**src/rtl/se_arbiter_pkg.sv**
```systemverilog
// Shared definitions for the sound-effect arbiter.
//   SE_FREQ_W    default width of a channel frequency word (Hz)
//   SE_PHASE_K   default phase step per Hz for a 50 MHz clk with a 32-bit accumulator
//   SE_MAX_CH    widest request vector the priority encoder handles
//   state_t      arbiter FSM encoding
//   f_lowest_onehot  lowest set bit of a request vector, as one-hot
package se_arbiter_pkg;

   localparam int          SE_FREQ_W  = 16;
   localparam int unsigned SE_PHASE_K = 86;
   localparam int          SE_MAX_CH  = 32;

   typedef enum logic {
      ST_IDLE = 1'b0,
      ST_PLAY = 1'b1
   } state_t;

   // Two's-complement trick: v & -v isolates the lowest set bit (index 0 wins).
   function automatic logic [SE_MAX_CH-1:0] f_lowest_onehot(input logic [SE_MAX_CH-1:0] v);
      return v & (~v + SE_MAX_CH'(1));
   endfunction

endpackage

```
**src/rtl/se_arbiter_if.sv**
```systemverilog
// Request/grant bundle between the sound-effect generators and the arbiter.
//   enable    per-channel play request (level)
//   freq      per-channel frequency, channel n at [n*FREQ_W +: FREQ_W]
//   mute      global mute (level)
//   grant     one-hot granted channel, zero when idle
//   play      high while a channel is granted
//   freq_out  frequency of the granted channel, zero when idle
//   speaker   square-wave speaker drive
// master = generator side, slave = arbiter side.
interface se_arbiter_if #(
   parameter int NUM_CH = 4,
   parameter int FREQ_W = 16
);
   logic [NUM_CH-1:0]        enable;
   logic [NUM_CH*FREQ_W-1:0] freq;
   logic                     mute;
   logic [NUM_CH-1:0]        grant;
   logic                     play;
   logic [FREQ_W-1:0]        freq_out;
   logic                     speaker;

   modport master (
      output enable, freq, mute,
      input  grant, play, freq_out, speaker
   );

   modport slave (
      input  enable, freq, mute,
      output grant, play, freq_out, speaker
   );
endinterface

```
**src/rtl/se_arbiter_tone_dds.sv**
```systemverilog
// Phase-accumulator square-wave generator for the speaker pin.
//   i_clk      clock
//   i_rst      asynchronous active-high reset
//   i_clear    zero the accumulator (new grant, mute, idle)
//   i_run      advance the accumulator this cycle
//   i_freq     tone frequency in Hz
//   o_speaker  accumulator MSB
// A zero frequency gives a zero step, so the accumulator and the pin freeze.
module se_tone_dds #(
   parameter int          FREQ_W  = 16,
   parameter int          PHASE_W = 32,
   parameter int unsigned PHASE_K = 86
) (
   input  logic              i_clk,
   input  logic              i_rst,
   input  logic              i_clear,
   input  logic              i_run,
   input  logic [FREQ_W-1:0] i_freq,
   output logic              o_speaker
);

   localparam int PROD_W = FREQ_W + 32;

   logic [PHASE_W-1:0] r_acc;
   logic [PROD_W-1:0]  w_prod;
   logic [PHASE_W-1:0] w_step;

   // The step wraps modulo 2^PHASE_W like the accumulator itself.
   assign w_prod = PROD_W'(i_freq) * PROD_W'(PHASE_K);
   assign w_step = w_prod[PHASE_W-1:0];

   always_ff @(posedge i_clk or posedge i_rst) begin
      if (i_rst) begin
         r_acc <= '0;
      end else if (i_clear) begin
         r_acc <= '0;
      end else if (i_run) begin
         r_acc <= r_acc + w_step;
      end
   end

   assign o_speaker = r_acc[PHASE_W-1];

endmodule

```
**src/rtl/se_arbiter.sv**
```systemverilog
// Shares one speaker tone path between NUM_CH sound-effect generators.
// Fixed priority (index 0 highest) with a minimum-hold window against
// preemption; a dropped grant is re-issued at once regardless of hold.
//   i_clk   clock
//   i_rst   asynchronous active-high reset
//   io_bus  se_arbiter_if.slave: requests, mute, grant/play/freq/speaker
//
//   state   | meaning
//   --------+-----------------------------------------------
//   ST_IDLE | no channel granted, outputs zero, acc cleared
//   ST_PLAY | one channel granted, tone running
module se_arbiter
   import se_arbiter_pkg::*;
#(
   parameter int          NUM_CH   = 4,
   parameter int          FREQ_W   = SE_FREQ_W,
   parameter int          PHASE_W  = 32,
   parameter int unsigned PHASE_K  = SE_PHASE_K,
   parameter int unsigned MIN_HOLD = 250000
) (
   input  logic         i_clk,
   input  logic         i_rst,
   se_arbiter_if.slave  io_bus
);

   localparam int HOLD_W = $clog2(MIN_HOLD + 1);

   state_t              r_state;
   logic [NUM_CH-1:0]   r_grant;
   logic [FREQ_W-1:0]   r_freq;
   logic [HOLD_W-1:0]   r_hold;

   state_t              w_state_nxt;
   logic [NUM_CH-1:0]   w_grant_nxt;
   logic [HOLD_W-1:0]   w_hold_nxt;
   logic [FREQ_W-1:0]   w_freq_nxt;
   logic                w_clear;
   logic [SE_MAX_CH-1:0] w_low_ext;
   logic [NUM_CH-1:0]   w_low;
   logic                w_any;
   logic                w_keep;

   assign w_low_ext = f_lowest_onehot(SE_MAX_CH'(io_bus.enable));
   assign w_low     = w_low_ext[NUM_CH-1:0];
   assign w_any     = |io_bus.enable;
   assign w_keep    = |(r_grant & io_bus.enable);

   always_ff @(posedge i_clk or posedge i_rst) begin
      if (i_rst) begin
         r_state <= ST_IDLE;
         r_grant <= '0;
         r_freq  <= '0;
         r_hold  <= '0;
      end else begin
         r_state <= w_state_nxt;
         r_grant <= w_grant_nxt;
         r_freq  <= w_freq_nxt;
         r_hold  <= w_hold_nxt;
      end
   end

   always_comb begin
      w_state_nxt = r_state;
      w_grant_nxt = r_grant;
      w_hold_nxt  = (r_hold != '0) ? r_hold - HOLD_W'(1) : '0;
      w_clear     = 1'b0;

      if (io_bus.mute) begin
         w_state_nxt = ST_IDLE;
         w_grant_nxt = '0;
         w_hold_nxt  = '0;
         w_clear     = 1'b1;
      end else begin
         unique case (r_state)
            ST_IDLE: begin
               if (w_any) begin
                  w_state_nxt = ST_PLAY;
                  w_grant_nxt = w_low;
                  w_hold_nxt  = HOLD_W'(MIN_HOLD);
                  w_clear     = 1'b1;
               end
            end
            ST_PLAY: begin
               if (w_keep) begin
                  // Granted channel is enabled, so a differing lowest bit is
                  // necessarily a higher-priority channel.
                  if ((w_low != r_grant) && (r_hold == '0)) begin
                     w_grant_nxt = w_low;
                     w_hold_nxt  = HOLD_W'(MIN_HOLD);
                     w_clear     = 1'b1;
                  end
               end else if (w_any) begin
                  w_grant_nxt = w_low;
                  w_hold_nxt  = HOLD_W'(MIN_HOLD);
                  w_clear     = 1'b1;
               end else begin
                  w_state_nxt = ST_IDLE;
                  w_grant_nxt = '0;
                  w_hold_nxt  = '0;
                  w_clear     = 1'b1;
               end
            end
            default: begin
               w_state_nxt = ST_IDLE;
               w_grant_nxt = '0;
               w_hold_nxt  = '0;
               w_clear     = 1'b1;
            end
         endcase
      end
   end

   // Frequency follows the next grant so oFreq lines up with oGrant and
   // tracks live pitch sweeps of the granted channel.
   always_comb begin
      w_freq_nxt = '0;
      for (int n = 0; n < NUM_CH; n++) begin
         if (w_grant_nxt[n]) begin
            w_freq_nxt = io_bus.freq[n*FREQ_W +: FREQ_W];
         end
      end
   end

   se_tone_dds #(
      .FREQ_W  (FREQ_W),
      .PHASE_W (PHASE_W),
      .PHASE_K (PHASE_K)
   ) u_dds (
      .i_clk     (i_clk),
      .i_rst     (i_rst),
      .i_clear   (w_clear),
      .i_run     (r_state == ST_PLAY),
      .i_freq    (r_freq),
      .o_speaker (io_bus.speaker)
   );

   assign io_bus.grant    = r_grant;
   assign io_bus.play     = (r_state == ST_PLAY);
   assign io_bus.freq_out = r_freq;

endmodule

```
**src/flat_wrapper.sv**
```systemverilog
// flat-port wrapper written by rule: the top's interface ports become plain ports
module se_arbiter_flat import se_arbiter_pkg::*;
#(
   parameter int          NUM_CH   = 4,
   parameter int          FREQ_W   = SE_FREQ_W,
   parameter int          PHASE_W  = 32,
   parameter int unsigned PHASE_K  = SE_PHASE_K,
   parameter int unsigned MIN_HOLD = 250000
)
  (i_clk, i_rst, io_bus_enable, io_bus_freq, io_bus_mute, io_bus_grant, io_bus_play, io_bus_freq_out, io_bus_speaker);
  se_arbiter_if #(.NUM_CH(NUM_CH), .FREQ_W(FREQ_W)) io_bus_i ();
  input  logic i_clk;
  input  logic i_rst;
  input wire logic [$bits(io_bus_i.enable)-1:0] io_bus_enable;
  input wire logic [$bits(io_bus_i.freq)-1:0] io_bus_freq;
  input wire logic [$bits(io_bus_i.mute)-1:0] io_bus_mute;
  output wire logic [$bits(io_bus_i.grant)-1:0] io_bus_grant;
  output wire logic [$bits(io_bus_i.play)-1:0] io_bus_play;
  output wire logic [$bits(io_bus_i.freq_out)-1:0] io_bus_freq_out;
  output wire logic [$bits(io_bus_i.speaker)-1:0] io_bus_speaker;
  assign io_bus_i.enable = io_bus_enable;
  assign io_bus_i.freq = io_bus_freq;
  assign io_bus_i.mute = io_bus_mute;
  assign io_bus_grant = io_bus_i.grant;
  assign io_bus_play = io_bus_i.play;
  assign io_bus_freq_out = io_bus_i.freq_out;
  assign io_bus_speaker = io_bus_i.speaker;
  se_arbiter #(.NUM_CH(NUM_CH), .FREQ_W(FREQ_W), .PHASE_W(PHASE_W), .PHASE_K(PHASE_K), .MIN_HOLD(MIN_HOLD)) u_core (.i_clk(i_clk), .i_rst(i_rst), .io_bus(io_bus_i));
endmodule
```
**config.mk**
```make
export PLATFORM = sky130hd
export DESIGN_NAME = se_arbiter_flat
export DESIGN_NICKNAME = d
export VERILOG_FILES = /design/src/rtl/se_arbiter_pkg.sv /design/src/rtl/se_arbiter_if.sv /design/src/rtl/se_arbiter_tone_dds.sv /design/src/rtl/se_arbiter.sv /design/src/flat_wrapper.sv
export SDC_FILE = /design/constraint.sdc
export NUM_CORES = 1
export LEC_CHECK = 0
export CAP_MARGIN = 15
export CORE_MARGIN = 3
export CORE_UTILIZATION = 45
export CTS_CLUSTER_DIAMETER = 50
export DETAILED_ROUTE_END_ITERATION = 10
export PLACE_DENSITY = 0.73
export REMOVE_ABC_BUFFERS = 1
export SLEW_MARGIN = 25
export SYNTH_ARGS = -nofsm -noshare
export SYNTH_HDL_FRONTEND = slang
export SYNTH_HIERARCHICAL = 1
export SYNTH_SLANG_ARGS = --single-unit
```
**constraint.sdc**
```tcl
create_clock -name i_clk -period 12.07 [get_ports i_clk]
set_clock_uncertainty 0.2 [all_clocks]
set_input_delay 1.8105 -clock i_clk [delete_from_list [all_inputs] [get_ports i_clk]]
set_output_delay 1.8105 -clock i_clk [all_outputs]
set_load 0.01 [all_outputs]
```
Word level (Yosys, flattened, before mapping)

Index checks and enable logic that the tools add are counted.

Bits in registers: 71
Output and inout bits: 22
Word-level logic and storage cells: 47
Input port bits: 71

Reduce and logical (&&, ||, !) cells: 6
Multipliers: 1
Eq/ne operators: 1
Multiplexer cells: 27
Bitwise logic cells: 4
Add/sub/neg operators: 3

Operators with widths:

| cell                    | number |
|---|---|
| $mux W18                | 6 |
| $mux W16                | 4 |
| $mux W32                | 2 |
| $pmux W18 S2            | 1 |
| $add A32 B23 Y32        | 1 |
| $mul A16 B6 Y22 const B | 1 |
| $mux W4                 | 5 |
| $logic_not A18 Y1       | 1 |
| $reduce_bool A18 Y1     | 1 |
| $sub A18 B1 Y18 const B | 1 |
| $and A4 B4 Y4           | 2 |
| $pmux W4 S2             | 1 |
| $reduce_or A4 Y1        | 2 |
| $mux W1                 | 6 |
| $add A4 B1 Y4 const B   | 1 |
| $ne A4 B4 Y1            | 1 |
| $not A4 Y4              | 1 |
| $pmux W1 S2             | 2 |
| $reduce_bool A2 Y1      | 1 |
| $logic_and A1 B1 Y1     | 1 |
| $not A1 Y1              | 1 |

Logic depth before layout (Yosys ltp)

Depth in word-level cells: 13
Mapped depth: 21
Mapped depth without buffers: 21

Modules after synthesis

Netlist, hierarchy kept.

By module, submodules not included:

| module      | cells each | seq. area each (um^2) | area each (um^2) | times used |
|---|---|---|---|---|
| se_tone_dds | 546        | 775.7                 | 4665.7           | 1 |
| se_arbiter  | 241        | 975.9                 | 2412.3           | 1 |

Worst setup path after synthesis

Ideal clock, no wire load.

Path type: flip-flop to flip-flop
Start: register u_core.r_freq[2] (netlist: u_core/io_bus.freq_out[2])
End: register u_core.u_dds.r_acc[31]
Stages on the path, launching flop included: 22
Setup time: 0.127 ns
Slack: 6.841 ns
Arrival time: 4.901 ns
Clock period less this slack: 5.229 ns
Path buffers: 0
Cell sequence: dfrtp_1 -> ha_1 -> fa_1 -> inv_1 -> fa_1 -> inv_1 -> ha_1 -> a21oi_1 -> inv_1 -> o21ai_0 -> nand2b_1 -> a21o_1 -> a21oi_1 -> xnor2_1 -> ha_1 -> nand4_1 -> a21oi_1 -> o21a_2 -> o21ai_2 -> o41ai_4 -> nand4_1 -> mux2_1

Longest elaborated chain between the ends: 4

Ends and longest elaborated chain:

| element                | RTL line                  | text |
|---|---|---|
| from (decl)            | se_arbiter.sv:30          | `logic [FREQ_W-1:0] r_freq;` |
| from (signal assigned) | se_arbiter.sv:57          | `r_freq <= w_freq_nxt;` |
| $mul A16 B6 Y22        | se_arbiter_tone_dds.sv:29 | `assign w_prod = PROD_W'(i_freq) * PROD_W'(PHASE_K);` |
| $add A32 B23 Y32       | se_arbiter_tone_dds.sv:38 | `r_acc <= r_acc + w_step;` |
| $mux W32               | se_arbiter_tone_dds.sv:37 | `end else if (i_run) begin` |
| $mux W32               | se_arbiter_tone_dds.sv:35 | `end else if (i_clear) begin` |
| to (signal assigned)   | se_arbiter_tone_dds.sv:38 |  |
| to (decl)              | se_arbiter_tone_dds.sv:24 | `logic [PHASE_W-1:0] r_acc;` |

Every way passes these cells. The select of a mux whose other input is x is not followed.
A chain may end at the register's enable or synchronous reset.

Worst setup path after layout

Start: register u_core.r_freq[2] (netlist: u_core/io_bus.freq_out[2])
End: register u_core.u_dds.r_acc[26]

Same word-level chain as after synthesis.

==> impl_metrics.csv <==
group,metric,value,unit
timing,rsz0062_at_grt,"false",
setup_path,end_kind,"flip-flop",
power,p_sw,0.501,mW
final_layout,postLayoutCellArea,0.00847,mm²
timing,fmax,172,MHz
routing,top_layer_used,"met4",
power,leakage,3.99,nW
routing,final_antenna_net_count,0,
synth,yosys.area.top_type,"dfrtp_1",
clocking,cts.clk_slew.worst_paths,0.07,ns
timing,period_share,48.1,%
setup_path,crit_start,"u_core/io_bus.freq_out[2]",
routing,wl_met3,625,µm
timing,setup_viol,0,
floorplan,fp.dieW,131,µm
routing,wl_met1,7110,µm
setup_path,path_cells,"ha_1 -> fa_1 -> inv_1 -> fa_1 -> inv_1 -> ha_1 -> o211ai_1 -> o211ai_1 -> and3_1 -> o21ai_0 -> o21a_1 -> o21ai_0 -> xor2_1 -> ha_1 -> nand3_1 -> nor2_1 -> a221o_1 -> a21o_1 -> a31oi_1 -> o21ai_0 -> a21oi_1",
setup_path,worst_ep_required_time,12.14,ns
floorplan,core_area,0.0153,mm²
global_route,grt_first_pass_wirelength,27400,µm
clocking,cts-buffers-inserted,9,
floorplan,die_h,131,µm
power,switching_share,43.0,%
setup_path,arrival,5.87,ns
global_route,antenna_found_initial,0,
power,power_frac_comb,54.0,%
synth,avgSynthCellArea,8.99,µm²
routing,drt_iter0_markers,243,
routing,wl_per_cell,14.7,µm
timing,slew_viol_final,0,
synth,netlist.area_leader.share,24.7,%
power,p_per_area,138,mW/mm²
clocking,ctsLongestPathBuffers,2,
synth,syn_inst,787,
global_route,grt_pass1_vias,5795,
clocking,cts_resized,0,
synth,synth-edff-count,0,
routing,vias,5892,
clocking,cts_hold_buf,0,
placed_design,dp_hpwl,12500,µm
global_route,overflow,0,
timing,relSlewSlack,34.6,%
placed_design,placed_cell_area,0.00817,mm²
clocking,cts_root_buffer,"clkbuf_16",
run,drv_cap,0,
clocking,cts_tree,"built",
setup_path,cp_slowest_cell,"fa_1",
final_layout,fin_nets,1056,
synth,synthFlopType,"dfrtp_1",
routing,drt_first_pass_iters,4,
power,pwr-share-seq,22.8,%
timing,hold_viol,0,
clocking,clock_latency,0.35,ns
power,p_clk_share,23.2,%
final_layout,syn2layout_area_growth,19.7,%
floorplan,pin_count,93,
clocking,h-tree-depth,3,
setup_path,start_kind,"flip-flop",
power,total_power,1.17,mW
placed_design,gp_congestion,0.868,
synth,async_reset_ff_share,100,%
hold_path,min_path_type,"flip-flop to flip-flop",
global_route,grt.total_usage,18.9,%
final_layout,drive_gt1_share,7.66,%
power,ir_drop,0.000101,V
global_route,grt_start_max_net_pins,42,
power,intPower,0.666,mW
floorplan,initial_utilization,46.2,%
synth,ys_top_cells_by_area,"dfrtp_1 (25%), ha_1 (16%), fa_1 (7.4%)",
routing,viasPerCell,5.43,
routing,wl_met2,8010,µm
routing,wl,16000,µm
floorplan,fp.dieArea,0.0173,mm²
synth,syn_area,0.00708,mm²
synth,yosysMostFrequentCell,"ha_1",
synth,synthDistinctLibCells,77,
setup_path,crit_fanout,5,
setup_path,critical_path_buf_inv_count,2,
setup_path,critPathKind,"flip-flop to flip-flop",
timing,period_needed,5.81,ns
routing,drc_errors,0,
synth,ys_seq_area_share,24.7,%
clocking,cts_setup_buffers,0,
floorplan,rows,45,
outcome,status,"finished, final reports clean",
hold_path,min_from,"u_core/r_hold[0]",
synth,ys_seq_elements,70,
clocking,cts_sinks,70,
timing,tns,0,ns
setup_path,path_delay_family,"adder cells",
setup_path,max_stage_delay,0.55,ns
synth,netlist_top_cells_count,"ha_1 (89), inv_1 (87), nor2_1 (85)",
synth,yosysWarnings,6,
timing,worst_pin_slew,0.981,ns
placed_design,numPortBuffers,92,
final_layout,diodes,0,
setup_path,timing.rr.start,"u_core/io_bus.freq_out[2]",
## cells in the final DEF (no fill, tap or decap), types with 5 or more instances in the layout
cell type / instances
ha_1: 89
xnor2_1: 30
dfrtp_1: 70
fa_1: 26
a221oi_2: 10
o21bai_1: 7
a221oi_1: 6
o211ai_1: 6
o31ai_1: 8
nor3_1: 7
nand3_1: 18
mux2i_1: 14
o21ai_0: 31
clkbuf_16: 9
nor2b_1: 10
o31ai_2: 10
a21o_1: 11
nor2_1: 85
nand2b_1: 9
inv_1: 87
xor2_1: 15
nand2_1: 53
a211oi_1: 8
a21oi_1: 55
a31oi_1: 9
clkdlybuf4s50_1: 92
buf_4: 5
nand4_1: 10
nor4_1: 6
## state kept, by name, indices dropped and copies added (netlist names)
signal	cells
u_core/io_bus.freq_out	16
u_core/io_bus.grant	4
u_core/io_bus.play	1
u_core/r_hold	18
u_core/u_dds/r_acc	31
## cells by family after synthesis
kind of cell / synth area share [%]
simple gates: 16.3
compound gates: 21.2
fa+ha+maj: 23.1
buf+inv: 6.65
flops: 24.7
xor+xnor: 5.57
mux: 2.46
## through the flow
stage          util, %  cells  setup slack, ns  hold slack (ns)
5_1_grt           55.3   1086             5.78            0.303
6_report          55.3   1086             6.26            0.267
3_3_place_gp      53.3   1070             6.32            0.249
3_5_place_dp      53.3   1070             6.24            0.260
4_1_cts           55.3   1086             6.24            0.271
2_1_floorplan        -    762             6.30            0.228
## path summary, 6_finish.rpt
| check | end | slack (ns) | cells after the start |
|---|---|---|---|
| worst max register to register | u_core/u_dds/r_acc[26] | 6.26 | 21 |
| min in group asynchronous | u_core/u_dds/r_acc[3] | 1.68 | 3 |
| worst max-delay path | u_core/u_dds/r_acc[26] | 6.26 | 21 |
| worst min-delay path | u_core/r_hold[0] | 0.27 | 1 |
| max in group asynchronous | u_core/io_bus.freq_out[12] | 9.59 | 3 |
| worst min register to register | u_core/r_hold[0] | 0.27 | 1 |
## cell type report
class / count / area (µm²)
clock buffers: 9 / 225
clock inverters: 7 / 76.3
fillers: 1428 / 6840
inverters: 88 / 332
multi-input cells: 604 / 4860
flip-flops and latches: 70 / 1750
well taps: 211 / 264
repair buffers: 97 / 958
## worst register-to-register path: cells and delay by family, from the launching register on
family	cells	cell delay, ns
compound gates	10	2.05
xor+xnor	1	0.29
fa+ha+maj	5	2.08
buf+inv	2	0.10
flops	1	0.46
simple gates	3	0.54
## metal layers
layer	global-route usage, %	up-vias
met5	0	-
met4	5.37	0
met3	4.56	21
li1	-	2976
met1	23.6	2791
met2	32.8	104
## power by group through the flow
stage | registers, mW | clock network [mW] | logic, mW
after floorplan | 0.269 | 0 | 0.481
after global placement | 0.271 | 0 | 0.624
after detailed placement | 0.271 | 0 | 0.634
after CTS | 0.266 | 0.280 | 0.636
after global routing | 0.269 | 0.289 | 0.719
final | 0.266 | 0.270 | 0.631
Power figures use the tool's default switching activity.
